**config.mk**
```make
export PLATFORM = sky130hd
export DESIGN_NAME = memory_bus
export DESIGN_NICKNAME = d
export VERILOG_FILES = /design/src/rtl/memory_bus_pkg.sv /design/src/rtl/memory_bus.sv
export SDC_FILE = /design/constraint.sdc
export NUM_CORES = 1
export LEC_CHECK = 0
export BUFFER_PORTS_ARGS = -buffer_cell sky130_fd_sc_hd__buf_2
export CAP_MARGIN = 20
export CORE_ASPECT_RATIO = 0.7
export CORE_UTILIZATION = 57
export CTS_BUF_LIST = sky130_fd_sc_hd__clkbuf_16
export DETAILED_ROUTE_END_ITERATION = 16
export PLACE_DENSITY = 0.85
export SYNTH_ARGS = -nofsm -noshare
export SYNTH_HDL_FRONTEND = slang
export SYNTH_SLANG_ARGS = --single-unit
```
**constraint.sdc**
```tcl
create_clock -name clk -period 4.05 [get_ports clk]
set_clock_uncertainty 0.15 [all_clocks]
set_input_delay 0.6075 -clock clk [delete_from_list [all_inputs] [get_ports clk]]
set_output_delay 0.6075 -clock clk [all_outputs]
set_load 0.05 [all_outputs]
```
**src/rtl/memory_bus_pkg.sv**
```systemverilog
// Shared micro86 memory definitions: bus widths, RAM size, controller state
// encoding and the CPU request payload used by memory_bus and the RAM.
package memory_bus_pkg;

   localparam int unsigned CPU_ADDR_WIDTH         = 16;
   localparam int unsigned CPU_DATA_WIDTH         = 16;
   localparam int unsigned RAM_DATA_WIDTH         = 8;
   localparam int unsigned RAM_ADDR_WIDTH_DEFAULT = 12;
   localparam int unsigned RAM_SIZE_BYTES         = 1 << RAM_ADDR_WIDTH_DEFAULT;

   // Controller states
   typedef enum logic [2:0] {
      IDLE    = 3'd0,
      RD_LO   = 3'd1,
      RD_HI   = 3'd2,
      RD_WAIT = 3'd3,
      WR_LO   = 3'd4,
      WR_HI   = 3'd5,
      DONE    = 3'd6,
      ERR     = 3'd7
   } bus_state_e;

   // CPU-side request as seen on the strobe cycle
   typedef struct packed {
      logic [CPU_ADDR_WIDTH-1:0] address;
      logic [CPU_DATA_WIDTH-1:0] wdata;
      logic                      width;
      logic                      read;
      logic                      write;
   } cpu_req_t;

   // Busy is asserted in every state that owns the RAM, plus ERR
   function automatic logic state_busy(input bus_state_e s);
      return (s != IDLE) && (s != DONE);
   endfunction

endpackage

```
**src/rtl/memory_bus.sv**
```systemverilog
// CPU-to-RAM bridge: turns 16-bit byte/word CPU accesses into one or two
// byte accesses on an 8-bit registered-read RAM, little-endian.
//   clk, reset_n     : clock, async active-low reset
//   cpu_address      : byte address of the access
//   cpu_data_in      : write data (low byte at A)
//   cpu_width        : 0 byte, 1 word
//   cpu_read/_write  : request strobes, sampled only in IDLE
//   cpu_data_out     : last read result
//   cpu_busy         : access in progress
//   cpu_done         : one-cycle completion pulse
//   bus_error        : one-cycle failure pulse, coincident with cpu_done
//   ram_address      : RAM byte address
//   ram_data_in      : RAM write byte
//   ram_data_out     : RAM read byte (valid one clock after address)
//   ram_write_enable : RAM write strobe
module memory_bus
   import memory_bus_pkg::*;
#(
   parameter int unsigned RAM_ADDR_WIDTH = RAM_ADDR_WIDTH_DEFAULT
) (
   input  logic                      clk,
   input  logic                      reset_n,
   input  logic [CPU_ADDR_WIDTH-1:0] cpu_address,
   input  logic [CPU_DATA_WIDTH-1:0] cpu_data_in,
   input  logic                      cpu_width,
   input  logic                      cpu_read,
   input  logic                      cpu_write,
   output logic [CPU_DATA_WIDTH-1:0] cpu_data_out,
   output logic                      cpu_busy,
   output logic                      cpu_done,
   output logic                      bus_error,
   output logic [RAM_ADDR_WIDTH-1:0] ram_address,
   output logic [RAM_DATA_WIDTH-1:0] ram_data_in,
   input  logic [RAM_DATA_WIDTH-1:0] ram_data_out,
   output logic                      ram_write_enable
);

   bus_state_e                state_q, state_d;
   logic [RAM_ADDR_WIDTH-1:0] addr_q, addr_d;
   logic [RAM_DATA_WIDTH-1:0] wr_hi_q, wr_hi_d;
   logic                      width_q, width_d;
   logic [RAM_DATA_WIDTH-1:0] lo_byte_q, lo_byte_d;
   logic [CPU_DATA_WIDTH-1:0] dout_q, dout_d;
   logic                      busy_q, busy_d;
   logic                      done_q, done_d;
   logic                      err_q, err_d;
   logic [RAM_ADDR_WIDTH-1:0] ram_addr_q, ram_addr_d;
   logic [RAM_DATA_WIDTH-1:0] ram_wdata_q, ram_wdata_d;
   logic                      ram_we_q, ram_we_d;

   cpu_req_t                  req_c;
   logic                      req_valid_c;
   logic                      req_bad_c;
   logic [RAM_ADDR_WIDTH-1:0] req_addr_c;
   logic [RAM_ADDR_WIDTH-1:0] addr_inc_c;

   assign req_c = '{address: cpu_address,
                    wdata:   cpu_data_in,
                    width:   cpu_width,
                    read:    cpu_read,
                    write:   cpu_write};

   assign req_valid_c = req_c.read || req_c.write;
   // Out-of-range address or conflicting strobes go straight to ERR
   assign req_bad_c   = ((req_c.address >> RAM_ADDR_WIDTH) != '0) ||
                        (req_c.read && req_c.write);
   assign req_addr_c  = req_c.address[RAM_ADDR_WIDTH-1:0];
   // High byte address wraps within the RAM, never an error
   assign addr_inc_c  = RAM_ADDR_WIDTH'(addr_q + 1'b1);

   // Next-state and next-output decode
   always_comb begin
      state_d     = state_q;
      addr_d      = addr_q;
      wr_hi_d     = wr_hi_q;
      width_d     = width_q;
      lo_byte_d   = lo_byte_q;
      dout_d      = dout_q;
      ram_addr_d  = ram_addr_q;
      ram_wdata_d = ram_wdata_q;
      ram_we_d    = 1'b0;
      done_d      = 1'b0;
      err_d       = 1'b0;

      unique case (state_q)
         IDLE: begin
            if (req_valid_c) begin
               addr_d  = req_addr_c;
               wr_hi_d = req_c.wdata[15:8];
               width_d = req_c.width;
               if (req_bad_c) begin
                  state_d = ERR;
                  done_d  = 1'b1;
                  err_d   = 1'b1;
                  if (req_c.read) begin
                     dout_d = '0;
                  end
               end else if (req_c.read) begin
                  state_d    = RD_LO;
                  ram_addr_d = req_addr_c;
               end else begin
                  state_d     = WR_LO;
                  ram_addr_d  = req_addr_c;
                  ram_wdata_d = req_c.wdata[7:0];
                  ram_we_d    = 1'b1;
               end
            end
         end
         RD_LO: begin
            if (width_q) begin
               state_d    = RD_HI;
               ram_addr_d = addr_inc_c;
            end else begin
               state_d = RD_WAIT;
            end
         end
         RD_HI: begin
            // Low byte arrives while the high address is presented
            lo_byte_d = ram_data_out;
            state_d   = RD_WAIT;
         end
         RD_WAIT: begin
            state_d = DONE;
            done_d  = 1'b1;
            dout_d  = width_q ? {ram_data_out, lo_byte_q}
                              : {8'h00, ram_data_out};
         end
         WR_LO: begin
            if (width_q) begin
               state_d     = WR_HI;
               ram_addr_d  = addr_inc_c;
               ram_wdata_d = wr_hi_q;
               ram_we_d    = 1'b1;
            end else begin
               state_d = DONE;
               done_d  = 1'b1;
            end
         end
         WR_HI: begin
            state_d = DONE;
            done_d  = 1'b1;
         end
         DONE:    state_d = IDLE;
         ERR:     state_d = IDLE;
         default: state_d = IDLE;
      endcase

      busy_d = state_busy(state_d);
   end

   // State and registered outputs
   always_ff @(posedge clk or negedge reset_n) begin
      if (!reset_n) begin
         state_q     <= IDLE;
         addr_q      <= '0;
         wr_hi_q     <= '0;
         width_q     <= 1'b0;
         lo_byte_q   <= '0;
         dout_q      <= '0;
         busy_q      <= 1'b0;
         done_q      <= 1'b0;
         err_q       <= 1'b0;
         ram_addr_q  <= '0;
         ram_wdata_q <= '0;
         ram_we_q    <= 1'b0;
      end else begin
         state_q     <= state_d;
         addr_q      <= addr_d;
         wr_hi_q     <= wr_hi_d;
         width_q     <= width_d;
         lo_byte_q   <= lo_byte_d;
         dout_q      <= dout_d;
         busy_q      <= busy_d;
         done_q      <= done_d;
         err_q       <= err_d;
         ram_addr_q  <= ram_addr_d;
         ram_wdata_q <= ram_wdata_d;
         ram_we_q    <= ram_we_d;
      end
   end

   assign cpu_data_out     = dout_q;
   assign cpu_busy         = busy_q;
   assign cpu_done         = done_q;
   assign bus_error        = err_q;
   assign ram_address      = ram_addr_q;
   assign ram_data_in      = ram_wdata_q;
   assign ram_write_enable = ram_we_q;

endmodule

```
---- Yosys cells after proc, flatten, opt, wreduce, memory -nomap -nowiden ----
Index checks and enable logic that the tools add are counted.
word-level totals
  input port bits ......................... 45
  output and inout port bits .............. 40
  flip-flop bits (word level) ............. 72
cells by class
  equal/unequal tests ..................... 15
  muxes and demuxes ....................... 30
  add/sub/neg operators ................... 1
  reductions and logical operators ........ 17
operator list
  kind                                            count
  2-to-1 mux 16 bit                               4
  2-to-1 mux 12 bit                               3
  2-to-1 mux 8 bit                                4
  case mux 16 bit (2 select lines)                1
  case mux 12 bit (2 select lines)                1
  case mux 3 bit (6 select lines)                 1
  case mux 8 bit (2 select lines)                 1
  nonzero test 16 bit                             1
  adder 12 x 1 -> 12 bit (second input constant)  1
  == test 3 bit (second input constant)           4
  inequality test 2 bit (second input constant)   6
  2-to-1 mux 1 bit                                9
  2-to-1 mux 3 bit                                3
  AND reduction 4 bit                             2
  == test 3 x 2 -> 1 bit (second input constant)  2
  nonzero test 2 bit                              3
  OR reduction 2 bit                              3
  AND reduction 5 bit                             1
  == test 3 x 1 -> 1 bit (second input constant)  1
  logical NOT 3 bit                               1
  inequality test 3 bit (second input constant)   1
  case mux 1 bit (3 select lines)                 1
  nonzero test 3 bit                              1
  logical AND 1 bit                               2
  5 further kinds                                 6

---- Depth between registers and ports, before layout ----
Gate-level depths: netlist of the first run.
  depth in word-level cells ............... 7
  gate-level depth with buffers ........... 6
  depth with buffers taken out ............ 5

---- Worst setup path before layout of the first run ----
OpenSTA, ideal clock, no wires.
  path type ............................... in2reg
  from .................................... in cpu_address[13]
  to ...................................... reg dout_q[14], in the netlist cpu_data_out[14]
  data arrival time ....................... 1,683 ps
  stages on the path ...................... 5
  setup slack ............................. 2,150 ps
  library setup time ...................... 67 ps
  cell sequence ........................... or4_4 -> o211ai_2 -> a21o_4 -> buf_6 -> a22o_1
on the way
  word-level cells in the longest chain between the ends .. 4
ends and longest elaborated chain
  element                                 line               source
  start, declared                         memory_bus.sv:23   input logic [CPU_ADDR_WIDTH-1:0] cpu_address,
  nonzero test 16 bit                     memory_bus.sv:65   assign req_bad_c = ((req_c.address >> RAM_ADDR_WIDTH) != '0) ||
  logical OR 1 bit                        memory_bus.sv:65
  inequality test 2 bit (no source line)  -
  AND reduction 4 bit (no source line)    -
  end signal, assigned                    memory_bus.sv:172  dout_q <= dout_d;
  end, declared                           memory_bus.sv:43   logic [CPU_DATA_WIDTH-1:0] dout_q, dout_d;
Every way passes these cells.
A chain may end at the register's enable or synchronous reset.

---- Final worst setup path of the first run ----
  from .................................... reg state_q[2]
  to ...................................... reg addr_q[5]
on the way
  word-level cells in the longest chain between the ends .. 2
ends and longest elaborated chain
  element                               line               source
  start, declared                       memory_bus.sv:38   bus_state_e state_q, state_d;
  start signal, assigned                memory_bus.sv:167  state_q <= state_d;
  logical NOT 3 bit                     memory_bus.sv:85   unique case (state_q)
  AND reduction 2 bit (no source line)  -
  end signal, assigned                  memory_bus.sv:168  addr_q <= addr_d;
  end, declared                         memory_bus.sv:39   logic [RAM_ADDR_WIDTH-1:0] addr_q, addr_d;
Every way passes these cells.

==> results.toml, run 1 <==
[run_status]
outcome = "completed"

[sta]
rsz0062_at_grt = "false"
fin_crit_sh_pct = 57.0
period_needed_ps = 2310
maxSlewViolCount = 0
tns_ps = 0
worst_pin_slew_ps = 869
slew_headroom_pct = 42.1
finalHoldViolCount = 0
max_freq_ghz = 0.433
setup_viol = 0

[floorplanning]
die_x_um = 94.7
die_h_um = 66.9
core-area_um2 = 5760
initial_utilization_pct = 59.6
num_rows = 23
die_area_um2 = 6340
boundaryPins = 85

[critical_path]
cp.arrival_ps = 2360
worst-endpoint-required_ps = 4110
rrSetupSlack_ps = 1740
crit_fanout = 24
r2r-start = "state_q[2]"
critPathKind = "reg -> reg"
r2r_end = "addr_q[5]"
reg2reg_depth = 3
cp-end-kind = "register"
critPathLaunchType = "register"

[detailed_routing]
ant_nets = 0
dr_total_vias = 2507
dr.pass1.iters = 4
drcViolationCount = 0
wl_per_cell_um = 16.7
viasPerCell = 5.66
drt-total-wl_mm = 7.41
drtIter0Drc = 132

[layout]
final_common_cell = "buf_2"
n_fill_cell = 450
final_cell_mix = "buf_2 (84), dfrtp_1 (72), mux2_2 (24), mux2i_1 (21), nand2_1 (18)"
ff_latch_area_um2 = 1800
final_cell_count_no_fill = 443
stdcell_area_um2 = 4120
syn_to_final_growth_pct = 20.2
layout-drive-gt1-share_pct = 38.0
layout.nets = 409
num_antenna_cells = 0
multi_input_area_um2 = 1510
fin_util_pct = 71.6

[clocking]
numCtsBuffers = 9
root_buffer = "clkbuf_16"
clkTransAtPathRegs_ps = 60
postCtsHoldBufs = 0
clock_latency_ps = 320
cts_resized = 0
cts_sinks = 72
htree_levels = 3
cts_setup_buffers = 0
cts_tree = "built"
clockBufferDepth = 2

[synthesis]
synth_nets = 328
synth_warnings = 0
synth_ff_type = "dfrtp_1"
syn_area_per_cell_um2 = 12.2
syn-cell-area_um2 = 3430
synth_cell_types = 54
ys_ff_latch = 72
syn_inst = 282
synth_edf_count = 0
async_flop_share_pct = 100
ys_seq_area_share_pct = 52.5

[job]
cap_violations = 0

[power]
power.density_nw_per_um2 = 951
ir_worst_vdd_v = 0.000510
p_leak_nw = 1.91
total_power_mw = 3.92

[placed_design]
io_buffers = 84
place_hpwl_mm = 5.09
dp_cells = 427
place_congestion = 0.785
place_area_um2 = 3860

[grt]
antenna_found_initial = 0
grtUsageTotal_pct = 26.2
grt_pass1_wl_mm = 12.3
grt_max_degree = 40
grt_pass1_vias = 2359
grt_overflow = 0

[worst_hold_path]
hp-class = "in -> async"
-- sequential cells by signal (all words and copies together) (netlist names), 3 cells and up --
| register | flops |
|---|---|
| addr_q | 12 |
| ram_address | 12 |
| cpu_data_out | 16 |
| lo_byte_q | 8 |
| wr_hi_q | 8 |
| ram_data_in | 8 |
| state_q | 3 |
-- per-stage QoR --
step,setup WS (ps),hold WS (ps)
6_report,1740,252
3_3_place_gp,1810,311
2_1_floorplan,2150,162
5_1_grt,1550,323
4_1_cts,1730,277
3_5_place_dp,1730,320
-- worst max-delay path by stage --
stage,from,end,slack (ps),cells past startpoint
after CTS,state_q[0],addr_q[5],1730,3
after global routing,state_q[0],cpu_data_out[15],1550,3
after detailed placement,state_q[0],wr_hi_q[5],1730,3
final,state_q[2],addr_q[5],1740,3
after floorplan,cpu_address[13],cpu_data_out[14],2150,5
after global placement,state_q[0],wr_hi_q[2],1810,3
-- report_power, final --
| part | switching [mW] | leakage, nW | internal, mW |
|---|---|---|---|
| Combinational | 1.19 | 0.900 | 0.657 |
| Sequential | 0.312 | 0.887 | 1.06 |
| Clock | 0.287 | 0.126 | 0.407 |
| Total | 1.79 | 1.91 | 2.12 |
-- synth_stat cells (2+ instances only) --
| master | number | area [µm²] |
|---|---|---|
| dfrtp_1 | 72 | 1800 |
| mux2_2 | 24 | 270 |
| mux2i_1 | 21 | 210 |
| nand2_1 | 18 | 67.6 |
| nand3_1 | 17 | 85.1 |
| o21ai_0 | 13 | 65.1 |
| nor3_1 | 10 | 50.1 |
| a22o_1 | 9 | 78.8 |
| nor2_1 | 8 | 30.0 |
| buf_2 | 7 | 35.0 |
| inv_1 | 6 | 22.5 |
| o21ai_1 | 6 | 30.0 |
| o2bb2ai_1 | 6 | 52.6 |
| xnor2_1 | 5 | 43.8 |
| buf_4 | 3 | 22.5 |
| mux2_1 | 3 | 33.8 |
| nand3b_1 | 3 | 22.5 |
| o21a_1 | 3 | 22.5 |
| o31ai_2 | 3 | 37.5 |
| xor2_1 | 3 | 26.3 |
| a21oi_1 | 2 | 10.0 |
| buf_6 | 2 | 22.5 |
| clkbuf_2 | 2 | 10.0 |
| nand2b_1 | 2 | 12.5 |
| nor2b_1 | 2 | 12.5 |
| o21bai_1 | 2 | 15.0 |
| o221ai_1 | 2 | 17.5 |
| o2bb2ai_2 | 2 | 30.0 |
-- logic make-up after synthesis --
logic type / after synthesis / share of synthesized area [%]
muxes: 48 / 15.0
buffers and inverters: 21 / 3.39
adders and majority gates: 1 / 0.365
and+or+nand+nor: 74 / 12.7
DFF: 72 / 52.5
AOI/OAI and AO/OA: 58 / 13.9
xor gates and xnor gates: 8 / 2.04
-- layer usage --
| metal | part of all wire [%] | vias to the layer above | global-route usage (%) |
|---|---|---|---|
| li1 | - | 1191 | - |
| met1 | 50 | 1220 | 39.0 |
| met2 | 43 | 90 | 36.6 |
| met3 | 6.5 | 6 | 7.31 |
| met4 | 0.85 | 0 | 8.52 |
| met5 | 0 | - | 0 |
-- layout make-up --
class / instances / area share (%)
tap: 75 / 2.28
timing repair buffer: 85 / 10.4
inverter: 6 / 0.546
clock inverter: 7 / 0.941
multi-input combinational: 189 / 36.7
sequential: 72 / 43.7
clock buffer: 9 / 5.46
-- worst max-delay path, cell delays in order (launching register included) --
cell	delay, ps
dfrtp_1	560
or3_1	530
nor2_4	530
mux2_2	410
(Power assumes the default switching activity.)
==> inputs of run 2 (changes only) <==
--- a/config.mk
+++ b/config.mk
@@ -8,10 +8,10 @@
 export BUFFER_PORTS_ARGS = -buffer_cell sky130_fd_sc_hd__buf_2
 export CAP_MARGIN = 20
 export CORE_ASPECT_RATIO = 0.7
-export CORE_UTILIZATION = 57
+export CORE_UTILIZATION = 53
 export CTS_BUF_LIST = sky130_fd_sc_hd__clkbuf_16
 export DETAILED_ROUTE_END_ITERATION = 16
-export PLACE_DENSITY = 0.85
+export PLACE_DENSITY = 0.79
 export SYNTH_ARGS = -nofsm -noshare
 export SYNTH_HDL_FRONTEND = slang
 export SYNTH_SLANG_ARGS = --single-unit
==> constraint.sdc (replaced) <==
create_clock -name clk -period 2.22 [get_ports clk]
set_clock_uncertainty 0.15 [all_clocks]
set_input_delay 0.333 -clock clk [delete_from_list [all_inputs] [get_ports clk]]
set_output_delay 0.333 -clock clk [all_outputs]
set_load 0.05 [all_outputs]
==> results.toml, run 2 (same netlist as run 1, synthesis figures left out) <==
[run_status]
outcome = "completed"

[power]
power.density_nw_per_um2 = 1750
p_int_mw = 4.11
total_power_mw = 7.46
switching_share_pct = 44.9
combPwrFrac_pct = 49.0
power_frac_clock_pct = 18.9
switching_power_mw = 3.35
p_leak_nw = 1.98
ir_worst_vdd_v = 0.000900
seq_power_share_pct = 32.2

[critical_path]
cp-end-kind = "register"
cpLargestDelayFamily = "simple AND/OR/NAND/NOR gates"
worst-endpoint-required_ps = 2280
rrSetupSlack_ps = 320
critPathLaunchType = "register"
critPathKind = "reg -> reg"
slowest_delay_ps = 480
cp.arrival_ps = 1970
cp_slowest_cell = "dfrtp_1"
crit_chain = "or3_1 -> nor2_4 -> buf_12 -> mux2_2"
critPathBufInv = 1
crit_fanout = 24

[grt]
grt_pass1_wl_mm = 13.2
met3_usage_pct = 6.45
grt_max_degree = 73
use_met1_pct = 37.6
grt_pass1_vias = 2529
use_met2_pct = 36.6
grt_overflow = 0
grt_busiest_layer = "met1"
grtUsageTotal_pct = 25.2
antenna_found_initial = 0

[floorplanning]
die_x_um = 98.1
die_h_um = 69.3
initial_utilization_pct = 54.9
boundaryPins = 85
die_area_um2 = 6800
core-area_um2 = 6250
num_rows = 24

[placed_design]
place_hpwl_mm = 5.30
place_congestion = 0.828
dp_cells = 441
io_buffers = 84

[sta]
fin_crit_sh_pct = 85.7
worst_pin_slew_ps = 615
finalHoldViolCount = 0
max_freq_ghz = 0.526
rsz0062_at_grt = "false"
maxSlewViolCount = 0
setup_viol = 0
period_needed_ps = 1900
slew_headroom_pct = 58.9
tns_ps = 0

[detailed_routing]
wl_per_cell_um = 17.0
dr.pass1.iters = 7
drcViolationCount = 0
ant_nets = 0
dr_total_vias = 2639
drt-total-wl_mm = 7.77
viasPerCell = 5.77
drtIter0Drc = 169

[clocking]
cts_sinks = 72
clockBufferDepth = 2
postCtsHoldBufs = 1
htree_levels = 3
cts_tree = "built"
clock_latency_ps = 330
clkTransAtPathRegs_ps = 60
numCtsBuffers = 9
cts_resized = 0
root_buffer = "clkbuf_16"
cts_setup_buffers = 0

[layout]
final_cell_count_no_fill = 457
syn_to_final_growth_pct = 24.4
n_fill_cell = 474
layout-drive-gt1-share_pct = 40.1
num_antenna_cells = 0
largest_register_ffs = 16
multi_input_area_um2 = 1510
final_cell_mix = "buf_2 (84), dfrtp_1 (72), mux2_2 (24), mux2i_1 (21), nand2_1 (18)"
final_common_cell = "buf_2"
ff_latch_area_um2 = 1800
layout.nets = 421

[worst_hold_path]
hp-class = "in -> reg"

[job]
cap_violations = 0
-- run 2: layout make-up --
type	instances	share of cell area [%]
clock buffer	9	5.28
multi-input combinational	189	35.4
sequential	72	42.2
clock inverter	6	1.44
tap	78	2.29
inverter	6	0.528
timing repair buffer	97	12.8
-- run 2: final timing paths --
check                                       end  cells past startpoint            from
worst max-delay path                 wr_hi_q[4]                      4      state_q[0]
worst max register to register       wr_hi_q[4]                      4      state_q[0]
max in group asynchronous       cpu_data_out[5]                      3         reset_n
worst min register to register   ram_data_in[0]                      2  ram_data_in[0]
worst min-delay path                 wr_hi_q[0]                      2  cpu_data_in[8]
min in group asynchronous        ram_address[1]                      3         reset_n
-- run 2: power groups by stage --
stage	clock [mW]	sequential, mW	combinational, mW
floorplan	0	3.39	1.78
global placement	0	2.37	3.55
global route	1.48	2.48	3.91
detailed placement	0	2.40	3.63
finish	1.41	2.40	3.65
CTS	1.43	2.40	3.66
-- run 2: through the flow --
stage | hold WS, ps | util, % | setup WS [ps] | cell area, µm²
floorplan | -113 | - | 430 | 3430
global placement | 236 | 63.5 | 371 | 3970
detailed placement | 240 | 63.5 | 317 | 3970
CTS | 70.7 | 68.3 | 325 | 4270
global route | 79.9 | 68.3 | 246 | 4270
finish | 81.6 | 68.3 | 318 | 4270
-- run 2: worst register-to-register path, stage by stage (launching register included) --
cell and delay, ps:
dfrtp_1 480, or3_1 470, nor2_4 140, buf_12 180, mux2_2 370
-- run 2: routing by layer --
layer / wire length [µm] / part of all wire (%)
met5: 0 / 0
met3: 541 / 7.0
met4: 68 / 0.88
met1: 3740 / 48
met2: 3420 / 44
==> inputs of run 3 (changes only) <==
--- a/config.mk
+++ b/config.mk
@@ -12,6 +12,7 @@
 export CTS_BUF_LIST = sky130_fd_sc_hd__clkbuf_16
 export DETAILED_ROUTE_END_ITERATION = 16
 export PLACE_DENSITY = 0.79
+export REMOVE_ABC_BUFFERS = 1
 export SYNTH_ARGS = -nofsm -noshare
 export SYNTH_HDL_FRONTEND = slang
 export SYNTH_SLANG_ARGS = --single-unit
==> results.toml, run 3 (same netlist as run 1, synthesis figures left out) <==
[sta]
worst_pin_slew_ps = 668
setup_ws_ps = 246
slew_headroom_pct = 55.3
tns_ps = 0
maxSlewViolCount = 0
period_needed_ps = 1970
rsz0062_at_grt = "false"
fin_crit_sh_pct = 88.9
max_freq_ghz = 0.507
setup_viol = 0
finalHoldViolCount = 0

[power]
total_power_mw = 7.28
p_leak_nw = 1.98
ir_worst_vdd_v = 0.000934
power.density_nw_per_um2 = 1720

[layout]
layout.nets = 422
num_antenna_cells = 0
final_cell_mix = "buf_2 (84), dfrtp_1 (72), mux2_2 (24), mux2i_1 (21), nand2_1 (18)"
syn_to_final_growth_pct = 23.6
final_common_cell = "buf_2"
layout-drive-gt1-share_pct = 40.0
largest_register_ffs = 16

[worst_hold_path]
hp-class = "in -> reg"

[critical_path]
crit_fanout = 6
critPathLaunchType = "register"
critPathKind = "reg -> reg"
worst-endpoint-required_ps = 2280
cp.arrival_ps = 2030
cp-end-kind = "register"

[run_status]
outcome = "finished with violations"
violations = "design-rule violations"

[detailed_routing]
ant_nets = 0
dr_total_vias = 2583
wl_per_cell_um = 16.6
drcViolationCount = 4
dr.pass1.iters = 10
drtIter0Drc = 183
viasPerCell = 5.64
drt-total-wl_mm = 7.60

[grt]
grt_pass1_wl_mm = 12.9
grt_overflow = 0
grtUsageTotal_pct = 24.6
grt_max_degree = 52
grt_pass1_vias = 2599
antenna_found_initial = 0

[floorplanning]
die_x_um = 98.1
die_h_um = 69.3
num_rows = 24
boundaryPins = 85
core-area_um2 = 6250
die_area_um2 = 6800
initial_utilization_pct = 54.9

[clocking]
cts_sinks = 72
clock_latency_ps = 320
numCtsBuffers = 9
cts_resized = 0
root_buffer = "clkbuf_16"
clkTransAtPathRegs_ps = 60
clockBufferDepth = 2
cts_tree = "built"
htree_levels = 3

[placed_design]
place_hpwl_mm = 5.41
io_buffers = 84
place_congestion = 0.827
pre_cts_ws_ps = 275

[job]
cap_violations = 0
[run 3: changes by cell type in the layout (fill, tap and decap cells not counted)]
| cell | delta |
|---|---|
| clkinvlp_4 | -1 |
| buf_4 | +1 |
| bufinv_16 | -1 |
| clkinv_2 | +2 |
| inv_1 | +1 |
| clkinv_4 | -1 |
[run 3: area by class of cell]
| type | count | area (µm²) |
|---|---|---|
| Tap cell | 78 | 97.6 |
| Clock inverter | 6 | 28.8 |
| Inverter | 6 | 22.5 |
| Multi-Input combinational cell | 189 | 1510 |
| Sequential cell | 72 | 1800 |
| Timing Repair Buffer | 98 | 553 |
| Clock buffer | 9 | 225 |
| Fill cell | 470 | 2010 |
[run 3: worst paths after layout]
path | start | to | slack (ps) | cells after the start
max in group asynchronous | reset_n | cpu_done | 900 | 3
min reg2reg | ram_data_in[5] | ram_data_in[5] | 340 | 2
min in group asynchronous | reset_n | cpu_data_out[3] | 380 | 2
min | cpu_width | width_q | 60 | 3
max | state_q[2] | addr_q[7] | 250 | 4
max reg2reg | state_q[2] | addr_q[7] | 250 | 4
[run 3: where the power goes]
part / switching [mW] / internal [mW] / total [mW]
logic: 2.32 / 1.32 / 3.64
clock network: 0.504 / 0.732 / 1.24
registers: 0.461 / 1.94 / 2.40
[run 3: per-stage QoR]
stage,hold WS [ps],cell area [µm²],util (%),instances
final,60.9,4240,67.9,458
after global routing,75.7,4240,67.9,458
after CTS,50.4,4240,67.9,458
after detailed placement,191,3980,63.7,442
after global placement,183,3980,63.7,442
after floorplan,-113,3340,-,267
[run 3: repair_timing]
item / CTS / global route
hold buffers: 1 / 0
buffers inserted: 0 / 0
endpoints found under the hold margin: 21 / 0
[run 3: layer usage]
metal	up-vias	share of wire, %	track usage [%]
met1	1278	47	34.4
met3	2	5.2	7.46
met5	-	0	0
met4	0	0.28	5.80
met2	84	48	38.0
li1	1219	-	-
[run 3: critical path, stage by stage, from the launching register on]
cell and delay [ps]:
dfrtp_1 470, or3_1 480, nor2_4 210, buf_4 200
mux2_2 350
